$ cat src/rtl/seven_segment_pkg.sv
// rtl/seven_segment_pkg.sv - shared types, segment patterns and decode function for the digit scanner
//
// Contents:
//   scan_state_t  - scan FSM states (IDLE, DEAD, ON)
//   SEG_BLANK     - all segments dark
//   SEG_0..SEG_F  - active-low patterns, bit 0 = segment A .. bit 6 = segment G
//   seg_decode()  - 4-bit value to pattern; 10..15 are dark unless hex_en is set

package seven_segment_pkg;

    typedef enum logic [1:0] {
        IDLE = 2'd0,
        DEAD = 2'd1,
        ON   = 2'd2
    } scan_state_t;

    localparam logic [6:0] SEG_BLANK = 7'b1111111;

    localparam logic [6:0] SEG_0 = 7'b1000000;
    localparam logic [6:0] SEG_1 = 7'b1111001;
    localparam logic [6:0] SEG_2 = 7'b0100100;
    localparam logic [6:0] SEG_3 = 7'b0110000;
    localparam logic [6:0] SEG_4 = 7'b0011001;
    localparam logic [6:0] SEG_5 = 7'b0010010;
    localparam logic [6:0] SEG_6 = 7'b0000010;
    localparam logic [6:0] SEG_7 = 7'b1111000;
    localparam logic [6:0] SEG_8 = 7'b0000000;
    localparam logic [6:0] SEG_9 = 7'b0010000;
    localparam logic [6:0] SEG_A = 7'b0001000;
    localparam logic [6:0] SEG_B = 7'b0000011;
    localparam logic [6:0] SEG_C = 7'b1000110;
    localparam logic [6:0] SEG_D = 7'b0100001;
    localparam logic [6:0] SEG_E = 7'b0000110;
    localparam logic [6:0] SEG_F = 7'b0001110;

    function automatic logic [6:0] seg_decode(input logic [3:0] value, input logic hex_en);
        logic [6:0] pattern;
        pattern = SEG_BLANK;
        case (value)
            4'h0: pattern = SEG_0;
            4'h1: pattern = SEG_1;
            4'h2: pattern = SEG_2;
            4'h3: pattern = SEG_3;
            4'h4: pattern = SEG_4;
            4'h5: pattern = SEG_5;
            4'h6: pattern = SEG_6;
            4'h7: pattern = SEG_7;
            4'h8: pattern = SEG_8;
            4'h9: pattern = SEG_9;
            4'hA: pattern = hex_en ? SEG_A : SEG_BLANK;
            4'hB: pattern = hex_en ? SEG_B : SEG_BLANK;
            4'hC: pattern = hex_en ? SEG_C : SEG_BLANK;
            4'hD: pattern = hex_en ? SEG_D : SEG_BLANK;
            4'hE: pattern = hex_en ? SEG_E : SEG_BLANK;
            4'hF: pattern = hex_en ? SEG_F : SEG_BLANK;
        endcase
        return pattern;
    endfunction

endpackage

$ cat src/rtl/seven_segment_hex.sv
// rtl/seven_segment_hex.sv - combinational 4-bit to active-low seven-segment decoder
//
// Ports:
//   value   in  4 - digit value 0..15
//   hex_en  in  1 - 1 shows A..F for 10..15, 0 leaves them dark
//   seg     out 7 - active-low segments, seg[0]=A .. seg[6]=G

module seven_segment_hex
    import seven_segment_pkg::*;
(
    input  logic [3:0] value,
    input  logic       hex_en,
    output logic [6:0] seg
);

    always_comb begin
        seg = seg_decode(value, hex_en);
    end

endmodule

$ cat src/rtl/seven_segment_scan.sv
// rtl/seven_segment_scan.sv - time-multiplexed common-anode digit scanner with dead time
//
// Parameters:
//   NUM_DIGITS  - digits scanned (>= 1)
//   ON_CYCLES   - cycles each digit is lit (>= 1)
//   DEAD_CYCLES - dark cycles ahead of each lit window (>= 1)
// Ports:
//   clk        in  1            - system clock
//   reset_n    in  1            - asynchronous active-low reset
//   digits     in  4*NUM_DIGITS - packed values, digit 0 in bits [3:0]
//   blank      in  NUM_DIGITS   - per-digit forced dark
//   hex_en     in  1            - decode 10..15 as A..F
//   lz_en      in  1            - leading-zero suppression
//   seg        out 7            - active-low segments (registered)
//   an         out NUM_DIGITS   - active-low digit enables (registered)
//   frame_tick out 1            - one-cycle pulse when a frame starts (registered)

module seven_segment_scan
    import seven_segment_pkg::*;
#(
    parameter int NUM_DIGITS  = 2,
    parameter int ON_CYCLES   = 4096,
    parameter int DEAD_CYCLES = 64
) (
    input  logic                    clk,
    input  logic                    reset_n,
    input  logic [4*NUM_DIGITS-1:0] digits,
    input  logic [NUM_DIGITS-1:0]   blank,
    input  logic                    hex_en,
    input  logic                    lz_en,
    output logic [6:0]              seg,
    output logic [NUM_DIGITS-1:0]   an,
    output logic                    frame_tick
);

    localparam int MAX_CYCLES = (ON_CYCLES > DEAD_CYCLES) ? ON_CYCLES : DEAD_CYCLES;
    localparam int CW         = (MAX_CYCLES > 1) ? $clog2(MAX_CYCLES) : 1;
    localparam int IW         = (NUM_DIGITS > 1) ? $clog2(NUM_DIGITS) : 1;

    localparam logic [CW-1:0] DEAD_LAST = CW'(DEAD_CYCLES - 1);
    localparam logic [CW-1:0] ON_LAST   = CW'(ON_CYCLES - 1);
    localparam logic [IW-1:0] IDX_LAST  = IW'(NUM_DIGITS - 1);

    scan_state_t state, state_nxt;
    logic [IW-1:0] idx, idx_nxt;
    logic [CW-1:0] cnt, cnt_nxt;
    logic          load;

    logic [4*NUM_DIGITS-1:0] snap_digits;
    logic [NUM_DIGITS-1:0]   snap_blank;
    logic                    snap_hex;
    logic                    snap_lz;

    logic [NUM_DIGITS-1:0] supp;
    logic                  zero_run;
    logic [3:0]            cur_val;
    logic                  cur_dark;
    logic [6:0]            dec_seg;

    logic [6:0]            seg_nxt;
    logic [NUM_DIGITS-1:0] an_nxt;

    // Walk from the most significant digit down; a digit is suppressed while
    // every digit from itself upward is zero. Digit 0 always shows.
    always_comb begin
        supp     = '0;
        zero_run = 1'b1;
        for (int i = NUM_DIGITS - 1; i >= 0; i--) begin
            zero_run = zero_run && (snap_digits[4*i +: 4] == 4'h0);
            if (i > 0) begin
                supp[i] = snap_lz && zero_run;
            end
        end
    end

    always_comb begin
        cur_val  = 4'h0;
        cur_dark = 1'b0;
        for (int i = 0; i < NUM_DIGITS; i++) begin
            if (idx == IW'(i)) begin
                cur_val  = snap_digits[4*i +: 4];
                cur_dark = snap_blank[i] | supp[i];
            end
        end
    end

    seven_segment_hex u_hex (
        .value  (cur_val),
        .hex_en (snap_hex),
        .seg    (dec_seg)
    );

    always_comb begin
        state_nxt = state;
        idx_nxt   = idx;
        cnt_nxt   = cnt;
        load      = 1'b0;
        case (state)
            IDLE: begin
                state_nxt = DEAD;
                idx_nxt   = '0;
                cnt_nxt   = '0;
                load      = 1'b1;
            end
            DEAD: begin
                if (cnt == DEAD_LAST) begin
                    state_nxt = ON;
                    cnt_nxt   = '0;
                end else begin
                    cnt_nxt = cnt + 1'b1;
                end
            end
            ON: begin
                if (cnt == ON_LAST) begin
                    state_nxt = DEAD;
                    cnt_nxt   = '0;
                    if (idx == IDX_LAST) begin
                        idx_nxt = '0;
                        load    = 1'b1;
                    end else begin
                        idx_nxt = idx + 1'b1;
                    end
                end else begin
                    cnt_nxt = cnt + 1'b1;
                end
            end
            default: begin
                state_nxt = IDLE;
                idx_nxt   = '0;
                cnt_nxt   = '0;
            end
        endcase
    end

    // Outputs are computed from the next state so they change on the same
    // edge as the FSM. idx is stable across any edge that enters or stays in
    // ON, so the current-idx decode is the right one. A value that decodes
    // dark (10..15 with hex off) also keeps its enable off.
    always_comb begin
        seg_nxt = SEG_BLANK;
        an_nxt  = '1;
        if (state_nxt == ON) begin
            seg_nxt = dec_seg;
            if (!cur_dark && (dec_seg != SEG_BLANK)) begin
                for (int i = 0; i < NUM_DIGITS; i++) begin
                    if (idx == IW'(i)) begin
                        an_nxt[i] = 1'b0;
                    end
                end
            end
        end
    end

    always_ff @(posedge clk or negedge reset_n) begin
        if (!reset_n) begin
            state       <= IDLE;
            idx         <= '0;
            cnt         <= '0;
            snap_digits <= '0;
            snap_blank  <= '0;
            snap_hex    <= 1'b0;
            snap_lz     <= 1'b0;
            seg         <= SEG_BLANK;
            an          <= '1;
            frame_tick  <= 1'b0;
        end else begin
            state      <= state_nxt;
            idx        <= idx_nxt;
            cnt        <= cnt_nxt;
            seg        <= seg_nxt;
            an         <= an_nxt;
            frame_tick <= load;
            if (load) begin
                snap_digits <= digits;
                snap_blank  <= blank;
                snap_hex    <= hex_en;
                snap_lz     <= lz_en;
            end
        end
    end

endmodule

$ cat config.mk
export PLATFORM = sky130hd
export DESIGN_NAME = seven_segment_scan
export DESIGN_NICKNAME = d
export VERILOG_FILES = /design/src/rtl/seven_segment_pkg.sv /design/src/rtl/seven_segment_hex.sv /design/src/rtl/seven_segment_scan.sv
export SDC_FILE = /design/constraint.sdc
export NUM_CORES = 1
export LEC_CHECK = 0
export CORE_ASPECT_RATIO = 0.6
export CORE_MARGIN = 3
export CORE_UTILIZATION = 35
export CTS_CLUSTER_SIZE = 8
export DETAILED_ROUTE_END_ITERATION = 8
export HOLD_SLACK_MARGIN = 0.06
export SETUP_SLACK_MARGIN = 0.02
export SLEW_MARGIN = 20
export SYNTH_ARGS = -nofsm -noshare
export SYNTH_HDL_FRONTEND = slang
export SYNTH_SLANG_ARGS = --single-unit
$ cat constraint.sdc
create_clock -name clk -period 2.1 [get_ports clk]
set_input_delay 0.315 -clock clk [delete_from_list [all_inputs] [get_ports clk]]
set_output_delay 0.315 -clock clk [all_outputs]
set_load 0.02 [all_outputs]
==> results of run 1 <==
## final timing paths
kind / start / endpoint / slack, ps / cells after the start
min in group clk: cnt[0]$_DFF_PN0_ / cnt[0]$_DFF_PN0_ / 480 / 1
setup reg to reg: cnt[0]$_DFF_PN0_ / snap_digits[5]$_DFFE_PN0P_ / 170 / 6
hold / removal: reset_n / snap_blank[0]$_DFFE_PN0P_ / 450 / 2
max in group asynchronous: reset_n / an[0]$_DFF_PN1_ / 1300 / 2
setup / recovery: cnt[0]$_DFF_PN0_ / snap_digits[5]$_DFFE_PN0P_ / 170 / 6
hold reg to reg: cnt[0]$_DFF_PN0_ / cnt[0]$_DFF_PN0_ / 480 / 1
## per-stage QoR
step           power, mW  hold slack (ps)
3_5_place_dp       0.853              473
4_1_cts             1.40              474
6_report            1.38              454
5_1_grt             1.46              494
3_3_place_gp       0.853              458
2_1_floorplan      0.796             19.4
## synth_stat cells (all sizes together) (5+ instances only)
master  number
nand3        8
dfrtp       28
inv          8
mux2        15
dfstp        9
nand2       16
ha           5
xnor2        5
nor2        22
o21ai       17
## kinds of logic after synthesis
kind of cell	Yosys count	synth area share
AO/OA/AOI/OAI	36	0.119
XOR/XNOR	9	0.0409
adder cells (fa/ha/maj)	5	0.0325
buffers and inverters	13	0.0403
flip-flops	37	0.486
multiplexers	19	0.126
AND/OR/NAND/NOR	59	0.155
## registers in the layout, indices dropped and copies added, names as in the netlist
name / cells
cnt: 12
snap_digits: 8
seg: 7
an: 2
snap_blank: 2
state: 2
frame_tick: 1
idx: 1
snap_hex: 1
snap_lz: 1
## report_power, final
part           switching (mW)  total, mW  leakage (nW)  internal (mW)
clock                   0.245      0.542        0.0542          0.297
combinational          0.0489      0.104         0.518         0.0549
sequential             0.0110      0.736         0.443          0.725
## worst max-delay path: stages, from the launching register on
cell and delay, ps:
dfrtp_1 380, ha_1 210, and4_4 250, and3_4 230
nand4_4 130, o21a_4 300, mux2_4 320
## final cells by class
| cell class | count | area [µm²] |
|---|---|---|
| inverters | 8 | 30.0 |
| fillers | 490 | 2830 |
| clock buffers | 7 | 96.3 |
| multi-input cells | 128 | 912 |
| flip-flops and latches | 37 | 937 |
| clock inverters | 1 | 5.00 |
| repair buffers | 30 | 283 |
| well taps | 66 | 82.6 |
## per-layer routing
layer | vias up | global-route usage
li1 | 693 | -
met1 | 646 | 0.218
met2 | 50 | 0.146
met3 | 2 | 0.0365
met4 | 0 | 0.0249
met5 | - | 0
==> results.toml, run 1 <==
[status]
outcome = "finished, final reports clean"

[global_route]
grt_usage = 0.126
antenna_violations_before_repair = 0
grt_max_degree = 38
first_global_vias = 1290
wire_length_of_the_first_global_routing_pass_um = 6400
overflow = 0

[clock_network]
cts-htree-levels = 2
cts_tree = "built"
clock_sinks = 37
cts_setup_buffers = 0
clockRootBuffer = "clkbuf_8"
numCtsBuffers = 5
clock_insertion_delay_worst_skew_ps = 280
clk_transition_reported_paths_ps = 80
cts-resized-gates = 0
cts_hold_buffers = 0
clock_path_buffers = 2

[synth]
syn_inst = 178
netlist_area_mm2 = 0.00193
synth_area_leaders = "dfrtp_1 36%, dfstp_2 12%, mux2_4 7.0%"
synth_flop_cell = "dfrtp_1"
async_flop_share = 1.00
synth_top_area_frac = 0.364
postSynthNetCount = 197
synth.yosys.seq_area_share = 0.486
avgSynthCellArea_um2 = 10.8
synth.yosys.warnings = 0
yosysUniqueCellTypes = 38
number_of_enable_flip_flop_cells_after_synthesis = 0
synth_top_area_cell = "dfrtp_1"
synth.ff_latch_count = 37

[pwr]
ir_worst_vdd_mv = 0.303
powerDensity_mw_per_mm2 = 589
power.static_leakage_nw = 1.02

[sta]
maxClockFrequency_mhz = 519
layout_setup_ws_ps = 172
grt_setup_unrepaired = "no"
max-slew-margin-rel = 0.671
setup_total_negative_slack_ps = 0
worstMarginPinSlew_ps = 480
final_max_slew_viol_count = 0
setup-violations-final = 0
hold_violations = 0
final_period_util = 0.918
final.min_clock_period_ps = 1930
timing.clock.skew_ps = 8.42

[floorplanning]
ios = 24
fp.coreArea_mm2 = 0.00518
floorplan.initialDensity = 0.372
fp.dieArea_mm2 = 0.00646
fp.dieW_um = 102
die_h_um = 63.5
placement_rows = 20

[critical_path]
cp-end-kind = "register"
max_fanout_on_critical_path = 13
timing.critical_path.required_ps = 2270
critical_path.startpoint_type = "register"
cp.arrival_ps = 2100
timing.setup.critical_path_class = "register to register"

[drt]
post_drt_via_cell_ratio = 5.02
top_layer = "met4"
num_vias = 1391
routedWlPerCell_um = 13.5
routed-wl-met3_um = 244
drt_wl_total_um = 3750
drc = 0
dr.first_iter.drc_count = 106
final_antenna_net_count = 0
drt-met1-wl_um = 2200
drt-pass1-iter-count = 4
met2WireLength_um = 1280

[finish]
layout.core_utilization = 0.453
fin_area_mm2 = 0.00235
layout.cells.most_common_list = "28 x dfrtp_1, 23 x clkdlybuf4s50_1, 22 x nor2_1, 17 x o21ai_0, 16 x nand2_1"
final_common_cell = "dfrtp_1"
antennaDiodeCount = 0
final_nets = 229
layout-area-overhead-vs-synth_pct = 21.8
final_layout_size_suffix_gt1_frac = 0.218
post_layout_nonfiller_instances = 277

[placement]
place.port_buffers = 23
preCtsSetupSlack_ps = 174
place.gp.congestion = 0.826
dp.final_hpwl_um = 2780
numPlacedInstances = 269
place_area_mm2 = 0.00224

[hold_path]
type_of_the_most_critical_hold_path = "input port to async pin"

[flow_run]
maxCapViolations = 0
(Power assumes the default switching activity.)
==> run 2, diff against run 1 <==
CAP_MARGIN = 20   (was not set)
==> results of run 2 <==
No change in the layout: final DEF, timing and power equal those of run 1.
==> run 3, diff against run 2 <==
CORE_ASPECT_RATIO = not set   (was 0.6)
CTS_CLUSTER_SIZE = not set   (was 8)
==> run 3 against run 2 <==
Maximum frequency increased by 1.2%. Largest power group unchanged. Non-clock buffer count decreased by 1. Global-route usage decreased by 0.71 points. First-iteration DRC count decreased by 20%. Count of clock-buffer cells in the layout unchanged. Register-to-register slack improved by 20 ps. Critical path depth unchanged. Clock skew decreased by 3.6 ps. Largest cell class unchanged. Sequential share of layout area decreased by 0.21 points. Combinational power about the same. Highest routed layer unchanged.
==> results.toml, run 3 (same netlist as run 1, synthesis figures left out) <==
[status]
outcome = "finished, final reports clean"

[critical_path]
timing.setup.critical_path_class = "register to register"
cp_num_buf_inv = 0
cp_num_cells = 6
cp.arrival_ps = 2080
critical_path.startpoint_type = "register"
cp-end-kind = "register"
timing.critical_path.required_ps = 2280
reg2regPathDepth = 6
cp_slowest_cell = "dfrtp_1"
max_fanout_on_critical_path = 13
rr_startpoint = "cnt[0]$_DFF_PN0_"
critical_path.max_stage_delay_ps = 380
worst_setup_path_startpoint = "cnt[0]$_DFF_PN0_"
crit_family = "simple AND/OR/NAND/NOR gates"
crit_chain = "ha_1 -> and4_4 -> and3_4 -> nand4_4 -> o21a_4 -> mux2_4"

[placement]
dp.final_hpwl_um = 2430
place.gp.congestion = 0.818
place.port_buffers = 23
place_area_mm2 = 0.00224

[global_route]
antenna_violations_before_repair = 0
overflow = 0
first_global_vias = 1259
grt_usage = 0.119
wire_length_of_the_first_global_routing_pass_um = 5950
grt_max_degree = 38

[clock_network]
cts_setup_buffers = 0
cts-htree-levels = 2
cts-resized-gates = 0
clock_sinks = 37
clk_transition_reported_paths_ps = 80
cts_hold_buffers = 0
clock_insertion_delay_worst_skew_ps = 290
cts_tree = "built"
clockRootBuffer = "clkbuf_8"
numCtsBuffers = 5
clock_path_buffers = 2

[finish]
layout.cells.most_common_list = "28 x dfrtp_1, 23 x clkdlybuf4s50_1, 22 x nor2_1, 17 x o21ai_0, 16 x nand2_1"
final_nets = 228
fin_area_mm2 = 0.00236
final_common_cell = "dfrtp_1"
final_layout_size_suffix_gt1_frac = 0.210
largest_register_ffs = 12
antennaDiodeCount = 0
most_flop_heavy_register = "cnt"
nFillCells = 519
layout-area-overhead-vs-synth_pct = 22.4
largest_registers = "cnt (12), snap_digits (8), seg (7)"

[floorplanning]
fp.dieW_um = 80.2
fp.coreArea_mm2 = 0.00520
placement_rows = 26
ios = 24
floorplan.initialDensity = 0.370
fp.dieArea_mm2 = 0.00643
die_h_um = 80.2

[sta]
timing.hold.ws_ps = 434
setup_total_negative_slack_ps = 0
worstMarginPinSlew_ps = 415
hold_violations = 0
maxClockFrequency_mhz = 525
setup-violations-final = 0
final_max_slew_viol_count = 0
max-slew-margin-rel = 0.716
final.min_clock_period_ps = 1910
timing.clock.skew_ps = 4.81
grt_setup_unrepaired = "no"
final_period_util = 0.907

[drt]
routedWlPerCell_um = 12.2
top_layer = "met4"
num_vias = 1340
met2WireLength_um = 1370
drc = 0
dr.first_iter.drc_count = 85
routed-wl-met3_um = 118
drt-pass1-iter-count = 4
drt_wl_total_um = 3400
final_antenna_net_count = 0
post_drt_via_cell_ratio = 4.79
drt-met1-wl_um = 1870

[pwr]
powerDensity_mw_per_mm2 = 627
ir_worst_vdd_mv = 0.321
power.static_leakage_nw = 1.01
post_layout_power_mw = 1.48

[hold_path]
type_of_the_most_critical_hold_path = "input port to async pin"

[flow_run]
maxCapViolations = 0
[run 3: cell types whose count changed in the layout (fill, tap and decap cells not counted)]
cell,delta
buf_4,-1
clkinv_2,-1
bufinv_16,+1
clkbuf_1,+1
clkbuf_8,-1
[run 3: power breakdown]
group	switching (mW)	internal, mW
combinational	0.0463	0.0549
clock	0.254	0.387
sequential	0.0103	0.725
total	0.311	1.17
[run 3: per-layer routing]
| metal | GRT usage | vias up |
|---|---|---|
| met5 | 0 | - |
| li1 | - | 691 |
| met1 | 0.173 | 620 |
| met3 | 0.0348 | 5 |
| met4 | 0.0456 | 0 |
| met2 | 0.164 | 24 |
[run 3: worst paths after layout]
kind	to	slack (ps)
max reg2reg	snap_digits[4]$_DFFE_PN0P_	190
max	snap_digits[4]$_DFFE_PN0P_	190
max in group asynchronous	an[1]$_DFF_PN1_	1330
min in group clk	cnt[0]$_DFF_PN0_	480
min reg2reg	cnt[0]$_DFF_PN0_	480
min	snap_hex$_DFFE_PN0P_	430
[run 3: layout make-up]
| cell class | count | area, µm² | area share |
|---|---|---|---|
| repair buffers | 29 | 275 | 0.117 |
| inverters | 8 | 30.0 | 0.0127 |
| multi-input cells | 128 | 912 | 0.387 |
| well taps | 70 | 87.6 | 0.0371 |
| clock inverters | 1 | 30.0 | 0.0127 |
| flip-flops and latches | 37 | 937 | 0.397 |
| clock buffers | 7 | 86.3 | 0.0366 |
[run 3: stage by stage]
stage | utilization | instances | setup slack (ps)
final | 0.453 | 280 | 194
after global routing | 0.453 | 280 | 77.0
after CTS | 0.453 | 280 | 177
after detailed placement | 0.431 | 272 | 184
after global placement | 0.431 | 272 | 176
after floorplan | - | 178 | 212
[run 3: worst reg2reg max path: cells and delay by family, from the launching register on]
kind            cells  cell delay, ps
simple gates        3             590
flops               1             380
mux                 1             320
compound gates      1             300
fa+ha+maj           1             210
